## src/rtl/serial_divider_pkg.sv

```systemverilog
// rtl/serial_divider_pkg.sv - shared types and constants for the serial divider
//
// Purpose: state encoding, default operand width and the divide-by-zero
//          quotient constant used by the serial divider core.
// Ports:   none (package).
package serial_divider_pkg;

   localparam int XLEN_DEFAULT = 32;

   // Quotient reported for a zero divisor; sliced down to XLEN where used.
   localparam logic [63:0] DBZ_QUOTIENT = '1;

   typedef enum logic [1:0] {
      ST_IDLE  = 2'd0,
      ST_RUN   = 2'd1,
      ST_FIXUP = 2'd2
   } state_e;

endpackage

```

## src/rtl/serial_divider_if.sv

```systemverilog
// rtl/serial_divider_if.sv - request/result bundle between register block and divider
//
// Purpose: groups the start request, operands and results of the divider.
// Signals: start_i, dividend_i, divisor_i  (register block -> core)
//          quotient_o, remainder_o, busy_o, fini_o, dbz_o  (core -> register block)
// Modports: master = register block side, slave = divider core side.
interface serial_divider_if
   import serial_divider_pkg::*;
#(
   parameter int XLEN = XLEN_DEFAULT
);
   logic            start_i;
   logic [XLEN-1:0] dividend_i;
   logic [XLEN-1:0] divisor_i;
   logic [XLEN-1:0] quotient_o;
   logic [XLEN-1:0] remainder_o;
   logic            busy_o;
   logic            fini_o;
   logic            dbz_o;

   modport master (
      output start_i, dividend_i, divisor_i,
      input  quotient_o, remainder_o, busy_o, fini_o, dbz_o
   );

   modport slave (
      input  start_i, dividend_i, divisor_i,
      output quotient_o, remainder_o, busy_o, fini_o, dbz_o
   );

endinterface

```

## src/rtl/serial_divider_step.sv

```systemverilog
// rtl/serial_divider_step.sv - one combinational restoring-division step
//
// Purpose: shifts {rem, dvd} left by one, trial-subtracts the divisor and
//          restores on a negative result.
// Ports:   rem_i     partial remainder
//          dvd_i     dividend shift register (MSB enters the remainder)
//          divisor_i divisor
//          rem_o     next partial remainder
//          dvd_o     dvd_i shifted left, without the new LSB
//          qbit_o    new quotient bit (the LSB to append to dvd_o)
module serial_divider_step
   import serial_divider_pkg::*;
#(
   parameter int XLEN = XLEN_DEFAULT
) (
   input  logic [XLEN-1:0] rem_i,
   input  logic [XLEN-1:0] dvd_i,
   input  logic [XLEN-1:0] divisor_i,
   output logic [XLEN-1:0] rem_o,
   output logic [XLEN-2:0] dvd_o,
   output logic            qbit_o
);

   logic [XLEN:0] rem_shift;
   logic [XLEN:0] trial;

   always_comb begin
      // One extra bit keeps the borrow visible even for divisors >= 2^(XLEN-1).
      rem_shift = {rem_i, dvd_i[XLEN-1]};
      trial     = rem_shift - {1'b0, divisor_i};
      qbit_o    = ~trial[XLEN];
      rem_o     = qbit_o ? trial[XLEN-1:0] : rem_shift[XLEN-1:0];
      dvd_o     = dvd_i[XLEN-2:0];
   end

endmodule

```

## src/rtl/serial_divider_core.sv

```systemverilog
// rtl/serial_divider_core.sv - radix-2 restoring divider, one quotient bit per clock
//
// Purpose: XLEN-bit unsigned divide (signed when SERIAL_DIVIDER_SIGNED_EN is
//          defined). Results and flags are registered and held until the next
//          completion.
// Ports:   clk_i    clock, rising edge
//          reset_i  asynchronous active-high reset
//          div_if   slave side of serial_divider_if:
//                   start_i/dividend_i/divisor_i in,
//                   quotient_o/remainder_o/busy_o/fini_o/dbz_o out
// Config:  SERIAL_DIVIDER_SIGNED_EN - two's complement operands, adds the
//          FIXUP state (latency XLEN+1 instead of XLEN).
module serial_divider_core
   import serial_divider_pkg::*;
#(
   parameter int XLEN = XLEN_DEFAULT,
   parameter int CNTW = $clog2(XLEN)
) (
   input  logic           clk_i,
   input  logic           reset_i,
   serial_divider_if.slave div_if
);

   localparam logic [CNTW-1:0] CNT_LAST = CNTW'(XLEN - 1);

   state_e          state_q;
   logic [CNTW-1:0] count_q;
   logic [XLEN-1:0] rem_q;
   logic [XLEN-1:0] dvd_q;
   logic [XLEN-1:0] div_q;
   logic            zero_div_q;
   logic [XLEN-1:0] quotient_q;
   logic [XLEN-1:0] remainder_q;
   logic            busy_q;
   logic            fini_q;
   logic            dbz_q;

   logic [XLEN-1:0] rem_d;
   logic [XLEN-2:0] dvd_shift_d;
   logic            qbit_d;

`ifdef SERIAL_DIVIDER_SIGNED_EN
   logic [XLEN-1:0] orig_dvd_q;
   logic            dvd_neg_q;
   logic            div_neg_q;

   // Most-negative maps to itself, which read as unsigned is its magnitude.
   function automatic logic [XLEN-1:0] abs_val(input logic [XLEN-1:0] v);
      return v[XLEN-1] ? -v : v;
   endfunction
`endif

   serial_divider_step #(.XLEN(XLEN)) u_step (
      .rem_i     (rem_q),
      .dvd_i     (dvd_q),
      .divisor_i (div_q),
      .rem_o     (rem_d),
      .dvd_o     (dvd_shift_d),
      .qbit_o    (qbit_d)
   );

   always_ff @(posedge clk_i or posedge reset_i) begin
      if (reset_i) begin
         state_q     <= ST_IDLE;
         count_q     <= '0;
         rem_q       <= '0;
         dvd_q       <= '0;
         div_q       <= '0;
         zero_div_q  <= 1'b0;
         quotient_q  <= '0;
         remainder_q <= '0;
         busy_q      <= 1'b0;
         fini_q      <= 1'b0;
         dbz_q       <= 1'b0;
`ifdef SERIAL_DIVIDER_SIGNED_EN
         orig_dvd_q  <= '0;
         dvd_neg_q   <= 1'b0;
         div_neg_q   <= 1'b0;
`endif
      end else begin
         case (state_q)
            ST_IDLE: begin
               if (div_if.start_i) begin
`ifdef SERIAL_DIVIDER_SIGNED_EN
                  dvd_q      <= abs_val(div_if.dividend_i);
                  div_q      <= abs_val(div_if.divisor_i);
                  dvd_neg_q  <= div_if.dividend_i[XLEN-1];
                  div_neg_q  <= div_if.divisor_i[XLEN-1];
                  orig_dvd_q <= div_if.dividend_i;
`else
                  dvd_q      <= div_if.dividend_i;
                  div_q      <= div_if.divisor_i;
`endif
                  zero_div_q <= (div_if.divisor_i == '0);
                  rem_q      <= '0;
                  count_q    <= CNT_LAST;
                  fini_q     <= 1'b0;
                  dbz_q      <= 1'b0;
                  busy_q     <= 1'b1;
                  state_q    <= ST_RUN;
               end
            end

            ST_RUN: begin
               rem_q   <= rem_d;
               dvd_q   <= {dvd_shift_d, qbit_d};
               count_q <= count_q - CNTW'(1);
               if (count_q == '0) begin
`ifdef SERIAL_DIVIDER_SIGNED_EN
                  state_q <= ST_FIXUP;
`else
                  // A zero divisor needs no special case here: every trial
                  // succeeds, giving all-ones and the dividend as remainder.
                  quotient_q  <= {dvd_shift_d, qbit_d};
                  remainder_q <= rem_d;
                  dbz_q       <= zero_div_q;
                  fini_q      <= 1'b1;
                  busy_q      <= 1'b0;
                  state_q     <= ST_IDLE;
`endif
               end
            end

`ifdef SERIAL_DIVIDER_SIGNED_EN
            ST_FIXUP: begin
               if (zero_div_q) begin
                  // The magnitude path would return |dividend|; report the original.
                  quotient_q  <= XLEN'(DBZ_QUOTIENT);
                  remainder_q <= orig_dvd_q;
               end else begin
                  quotient_q  <= (dvd_neg_q ^ div_neg_q) ? -dvd_q : dvd_q;
                  remainder_q <= dvd_neg_q ? -rem_q : rem_q;
               end
               dbz_q   <= zero_div_q;
               fini_q  <= 1'b1;
               busy_q  <= 1'b0;
               state_q <= ST_IDLE;
            end
`endif

            default: state_q <= ST_IDLE;
         endcase
      end
   end

   assign div_if.quotient_o  = quotient_q;
   assign div_if.remainder_o = remainder_q;
   assign div_if.busy_o      = busy_q;
   assign div_if.fini_o      = fini_q;
   assign div_if.dbz_o       = dbz_q;

endmodule

```

## src/flat_wrapper.sv

```systemverilog
// flat-port wrapper written by rule: the top's interface ports become plain ports
module serial_divider_core_flat import serial_divider_pkg::*;
#(
   parameter int XLEN = XLEN_DEFAULT,
   parameter int CNTW = $clog2(XLEN)
)
  (clk_i, reset_i, div_if_start_i, div_if_dividend_i, div_if_divisor_i, div_if_quotient_o, div_if_remainder_o, div_if_busy_o, div_if_fini_o, div_if_dbz_o);
  serial_divider_if #(.XLEN(XLEN)) div_if_i ();
  input  logic clk_i;
  input  logic reset_i;
  input wire logic [$bits(div_if_i.start_i)-1:0] div_if_start_i;
  input wire logic [$bits(div_if_i.dividend_i)-1:0] div_if_dividend_i;
  input wire logic [$bits(div_if_i.divisor_i)-1:0] div_if_divisor_i;
  output wire logic [$bits(div_if_i.quotient_o)-1:0] div_if_quotient_o;
  output wire logic [$bits(div_if_i.remainder_o)-1:0] div_if_remainder_o;
  output wire logic [$bits(div_if_i.busy_o)-1:0] div_if_busy_o;
  output wire logic [$bits(div_if_i.fini_o)-1:0] div_if_fini_o;
  output wire logic [$bits(div_if_i.dbz_o)-1:0] div_if_dbz_o;
  assign div_if_i.start_i = div_if_start_i;
  assign div_if_i.dividend_i = div_if_dividend_i;
  assign div_if_i.divisor_i = div_if_divisor_i;
  assign div_if_quotient_o = div_if_i.quotient_o;
  assign div_if_remainder_o = div_if_i.remainder_o;
  assign div_if_busy_o = div_if_i.busy_o;
  assign div_if_fini_o = div_if_i.fini_o;
  assign div_if_dbz_o = div_if_i.dbz_o;
  serial_divider_core #(.XLEN(XLEN), .CNTW(CNTW)) u_core (.clk_i(clk_i), .reset_i(reset_i), .div_if(div_if_i));
endmodule
```

## config.mk

```make
export PLATFORM = sky130hd
export DESIGN_NAME = serial_divider_core_flat
export DESIGN_NICKNAME = d
export VERILOG_FILES = /design/src/rtl/serial_divider_pkg.sv /design/src/rtl/serial_divider_if.sv /design/src/rtl/serial_divider_step.sv /design/src/rtl/serial_divider_core.sv /design/src/flat_wrapper.sv
export SDC_FILE = /design/constraint.sdc
export NUM_CORES = 1
export LEC_CHECK = 0
export ABC_AREA = 1
export CAP_MARGIN = 20
export CORE_ASPECT_RATIO = 1.4
export CORE_UTILIZATION = 40
export DETAILED_ROUTE_END_ITERATION = 6
export GPL_ROUTABILITY_DRIVEN = 1
export GPL_TIMING_DRIVEN = 0
export PLACE_DENSITY = 0.6
export SYNTH_ARGS = -nofsm -noshare
export SYNTH_HDL_FRONTEND = slang
export SYNTH_SLANG_ARGS = --single-unit
```

## constraint.sdc

```tcl
create_clock -name clk_i -period 13.7 [get_ports clk_i]
set_input_delay 4.11 -clock clk_i [delete_from_list [all_inputs] [get_ports clk_i]]
set_output_delay 4.11 -clock clk_i [all_outputs]
set_load 0.02 [all_outputs]
```

## Word-level counts from Yosys, hierarchy flattened

Cells that the tools add are included.

| storage, ports and cells | value |
|---|---|
| register bits after elaboration | 171 |
| input bits | 67 |
| output and inout port bits | 67 |

| operators by class | value |
|---|---|
| add/sub/neg operators | 2 |
| eq/ne operators | 3 |
| mux-type cells | 18 |
| bitwise gates (word level) | 1 |
| reduce and logical (&&, ||, !) cells | 9 |

Operators with widths:

| operator | count |
|---|---|
| $pmux 32 s2 | 2 |
| $mux 32 | 3 |
| $sub 33x32->33 | 1 |
| $logic_not 32->1 | 1 |
| $pmux 5 s2 | 1 |
| $reduce_and 2->1 | 4 |
| $pmux 1 s2 | 3 |
| $logic_not 5->1 | 1 |
| $mux 1 | 5 |
| $mux 5 | 1 |
| $sub 5x1->5 const B | 1 |
| $mux 2 | 2 |
| $pmux 2 s2 | 1 |
| $reduce_and 3->1 | 1 |
| $eq 2x1->1 const B | 1 |
| $logic_not 2->1 | 1 |
| $ne 2x1->1 const B | 1 |
| $ne 2x2->1 const B | 1 |
| $reduce_bool 2->1 | 1 |
| $not 1->1 | 1 |

## Depth between registers and ports, before layout

| depth | value |
|---|---|
| depth in word-level cells | 3 |
| gate-level depth with buffers | 19 |

## Cells and area by module

Synthesis repeated with hierarchy kept, for this count alone.

| unflattened totals | value |
|---|---|
| cell total of the unflattened synthesis | 1,444 |
| area, all modules | 10,359.9 um2 |

By module, submodules not included:

| module | instances | cells each | area each (um2) | sequential area each (um2) |
|---|---|---|---|---|
| serial_divider_core | 1 | 732 | 6,876.6 | 4,229.1 |
| serial_divider_step | 1 | 712 | 3,483.3 | 0.0 |

## Worst setup path before layout

Ideal clock, no wire load.

| timing | value |
|---|---|
| kind | input -> register |
| start | input div_if_start_i |
| end | register u_core.div_q[10] |
| data arrival time | 5,086 ps |
| setup slack | 8,531 ps |
| stages | 6 |
| buffers on the path | 2 |
| cell sequence | inv_1 nor2_1 clkbuf_1 clkbuf_1 nand2_1 o21ai_0 |

| between the ends | value |
|---|---|
| word-level cells in the longest chain between the ends | 1 |

RTL lines:

| what | line | text |
|---|---|---|
| start: declaration | flat_wrapper.sv:11 | `input wire logic [$bits(div_if_i.start_i)-1:0] div_if_start_i;` |
| $reduce_and 2->1 (no line) | n/a |  |
| end signal: assignment | serial_divider_core.sv:92 | `div_q <= div_if.divisor_i;` |
| end: declaration | serial_divider_core.sv:30 | `logic [XLEN-1:0] div_q;` |

No other way between the ends.
A chain may end at the register's enable or synchronous reset.

## Worst setup path after layout

| timing | value |
|---|---|
| start | input div_if_start_i |
| end | register u_core.div_q[23] |

The elaborated chain is that of the path after synthesis.

==> flow_summary.toml <==
[critical_path]
critPathKind = "input pin to flop"
crit_fanout = 10
required_ns = 14.06
cp-end-kind = "flop"
cp.arrival_ns = 6.36
critPathLaunchType = "input pin"

[route]
drtAntennaViolNets = 0
vias_per_cell = 4.88
wl_per_cell_microns = 16.0
dr.pass1.iters = 5
drt_iter0_drc = 431
vias = 8925
totalWireLength_mm = 29.3
drc_errors = 0

[finish]
area_growth_pct = 24.4
n_fill_cell = 2466
antenna_cells = 0
drive_above_1_share = 0.0414
instances_no_fill = 1830
nNetsFinal = 1609

[timing]
finalCritPeriodShare = 0.438
final.setup.tns_ns = 0
rsz0062_at_grt = "no"
timing.final.max_slew_violations = 0
max_freq_ghz = 0.167
setup_viol = 0
fin_skew_ns = 0.00856
hold_viol = 0
relSlewSlack = 0.467
worstMarginPinSlew_ns = 0.793
period_needed_ns = 5.99

[clocking]
root_buffer = "clkbuf_16"
cts_num_sinks = 169
clk_pin_slew_ns = 0.07
cts_tree = "built"
clock_latency_ns = 0.45
post_cts_resized = 0
cts_setup_buffers = 0
cts_hold_buf = 0
cts_htree_levels = 4
clockBufferDepth = 2
cts_buffers = 17

[global_route]
overflow = 0
track_usage = 0.247
grt_max_degree = 114
antenna_found_initial = 0
grt_pass1_vias = 8864
grt_pass1_wl_mm = 46.4

[logic_synthesis]
synthesis.nets = 1456
yosysUniqueCellTypes = 33
synth-seq-cells = 169
synth-edff-count = 0
synthCells = 1354
ys.flop_type = "dfrtp_1"
synthArstFlopShare = 1.00
syn_area_sq_mm = 0.00969
avgSynthCellArea_sq_um = 7.16
synth_seq_area_share = 0.436
ys_warn_count = 0

[die]
rows = 67
die_y_microns = 186
ios = 134
die_w_microns = 134
fp.coreArea_sq_mm = 0.0239
initial_utilization = 0.406
die_area_sq_mm = 0.0249

[placed_design]
portBuffers = 133
post-dp-hpwl_mm = 23.1
gp_congestion = 0.934
dp.cells = 1798

[job]
drv_cap = 0

[min_path]
hold_class = "flop to flop"

[power_and_ir_drop]
powerDensity_mw_per_mm2 = 310
p_leak_nw = 6.22
max-vdd-ir-drop_uv = 122

[run_status]
run_status = "finished clean"
[cells in the mapped netlist (5+ instances only)]
| master | count | share of area |
|---|---|---|
| a21oi_1 | 20 | 0.010 |
| buf_2 | 9 | 0.0046 |
| clkbuf_1 | 30 | 0.012 |
| dfrtp_1 | 169 | 0.44 |
| ha_1 | 34 | 0.044 |
| inv_1 | 217 | 0.084 |
| inv_2 | 5 | 0.0019 |
| nand2_1 | 548 | 0.21 |
| nand3_1 | 89 | 0.046 |
| nand3b_1 | 23 | 0.018 |
| nand4_1 | 11 | 0.0071 |
| nor2_1 | 44 | 0.017 |
| nor2_2 | 5 | 0.0032 |
| nor4_1 | 8 | 0.0052 |
| o21ai_0 | 69 | 0.036 |
| o221ai_1 | 31 | 0.028 |
| xnor2_1 | 13 | 0.012 |
[cells in the final DEF, fill, tap and decap left out, types with 3 or more instances in the layout]
cell type and n:
a21oi_1 20, and2_1 4, buf_1 3, buf_2 9
buf_6 3, clkbuf_1 31, clkbuf_16 17, clkbuf_8 3
clkdlybuf4s50_1 133, clkinvlp_4 4, dfrtp_1 169, ha_1 34
inv_1 216, inv_2 5, nand2_1 548, nand2_2 3
nand3_1 89, nand3b_1 23, nand4_1 11, nor2_1 44
nor2_2 5, nor3_1 3, nor4_1 8, o21ai_0 69
o221ai_1 31, xnor2_1 13
[logic make-up (layout without fill, tap and decap cells)]
kind of cell             Yosys count  after routing  share of synthesized area
AO/OA/AOI/OAI                    125            125                     0.0778
XOR/XNOR                          15             15                     0.0136
adder cells (fa/ha/maj)           35             35                     0.0460
buffers and inverters            267            433                      0.107
flip-flops                       169            169                      0.436
AND/OR/NAND/NOR                  743            743                      0.319
[worst paths after layout]
check / start / endpoint / slack, ns / cells past startpoint
min in group asynchronous: reset_i / u_core.div_if.remainder_o[9]$_DFFE_PP0P_ / 4.08 / 2
hold reg to reg: u_core.div_if.remainder_o[5]$_DFFE_PP0P_ / u_core.div_if.remainder_o[5]$_DFFE_PP0P_ / 0.48 / 2
hold / removal: u_core.div_if.remainder_o[5]$_DFFE_PP0P_ / u_core.div_if.remainder_o[5]$_DFFE_PP0P_ / 0.48 / 2
setup reg to reg: u_core.div_q[0]$_DFFE_PP0P_ / u_core.div_if.remainder_o[3]$_DFFE_PP0P_ / 10.94 / 15
setup / recovery: div_if_start_i / u_core.div_q[23]$_DFFE_PP0P_ / 7.71 / 7
max in group asynchronous: reset_i / u_core.div_if.remainder_o[25]$_DFFE_PP0P_ / 8.67 / 3
[critical path, stage by stage]
cell             delay [ns]
clkdlybuf4s50_1        0.48
inv_1                  0.04
nor2_1                 0.38
clkbuf_1               0.53
clkbuf_1               0.56
nand2_1                0.13
o21ai_0                0.11
[through the flow]
stage / total power, mW / cell area [sq um] / hold WS [ns] / setup slack [ns] / utilization
finish: 3.74 / 12100 / 0.480 / 7.71 / 0.505
detailed placement: 3.25 / 11400 / 0.466 / 7.29 / 0.479
floorplan: 2.52 / 9690 / 0.448 / 5.01 / -
CTS: 3.77 / 12100 / 0.483 / 7.74 / 0.505
global route: 4.11 / 12100 / 0.501 / 7.52 / 0.505
global placement: 3.22 / 11400 / 0.462 / 2.55 / 0.478
[state kept, by name, indices dropped and copies added, names as in the netlist]
name                       flops
u_core.count_q                 5
u_core.div_if.dbz_o            1
u_core.div_if.fini_o           1
u_core.div_if.quotient_o      32
u_core.div_if.remainder_o     32
u_core.div_q                  32
u_core.dvd_q                  32
u_core.rem_q                  32
u_core.state_q                 1
u_core.zero_div_q              1
[final cells by class]
class / instances / area (sq um) / area share
Buffer: 45 / 203 / 0.0168
Clock buffer: 21 / 470 / 0.0390
Sequential cell: 169 / 4230 / 0.351
Clock inverter: 11 / 136 / 0.0113
Tap cell: 310 / 388 / 0.0322
Timing Repair Buffer: 134 / 1360 / 0.113
Inverter: 222 / 841 / 0.0698
Multi-Input combinational cell: 918 / 4430 / 0.367
[per-layer routing]
layer,part of all wire,vias to the layer above,wire length (microns),global-route usage
li1,-,4530,-,-
met1,0.41,4130,12000,0.277
met3,0.032,60,951,0.0333
met2,0.52,205,15200,0.456
met4,0.041,0,1210,0.128
met5,0,-,0,0
[power breakdown]
group,total [mW],internal [mW],switching [mW]
Combinational,2.38,0.859,1.52
Clock,0.504,0.286,0.218
Sequential,0.863,0.749,0.114
Power figures use the tool's default switching activity.
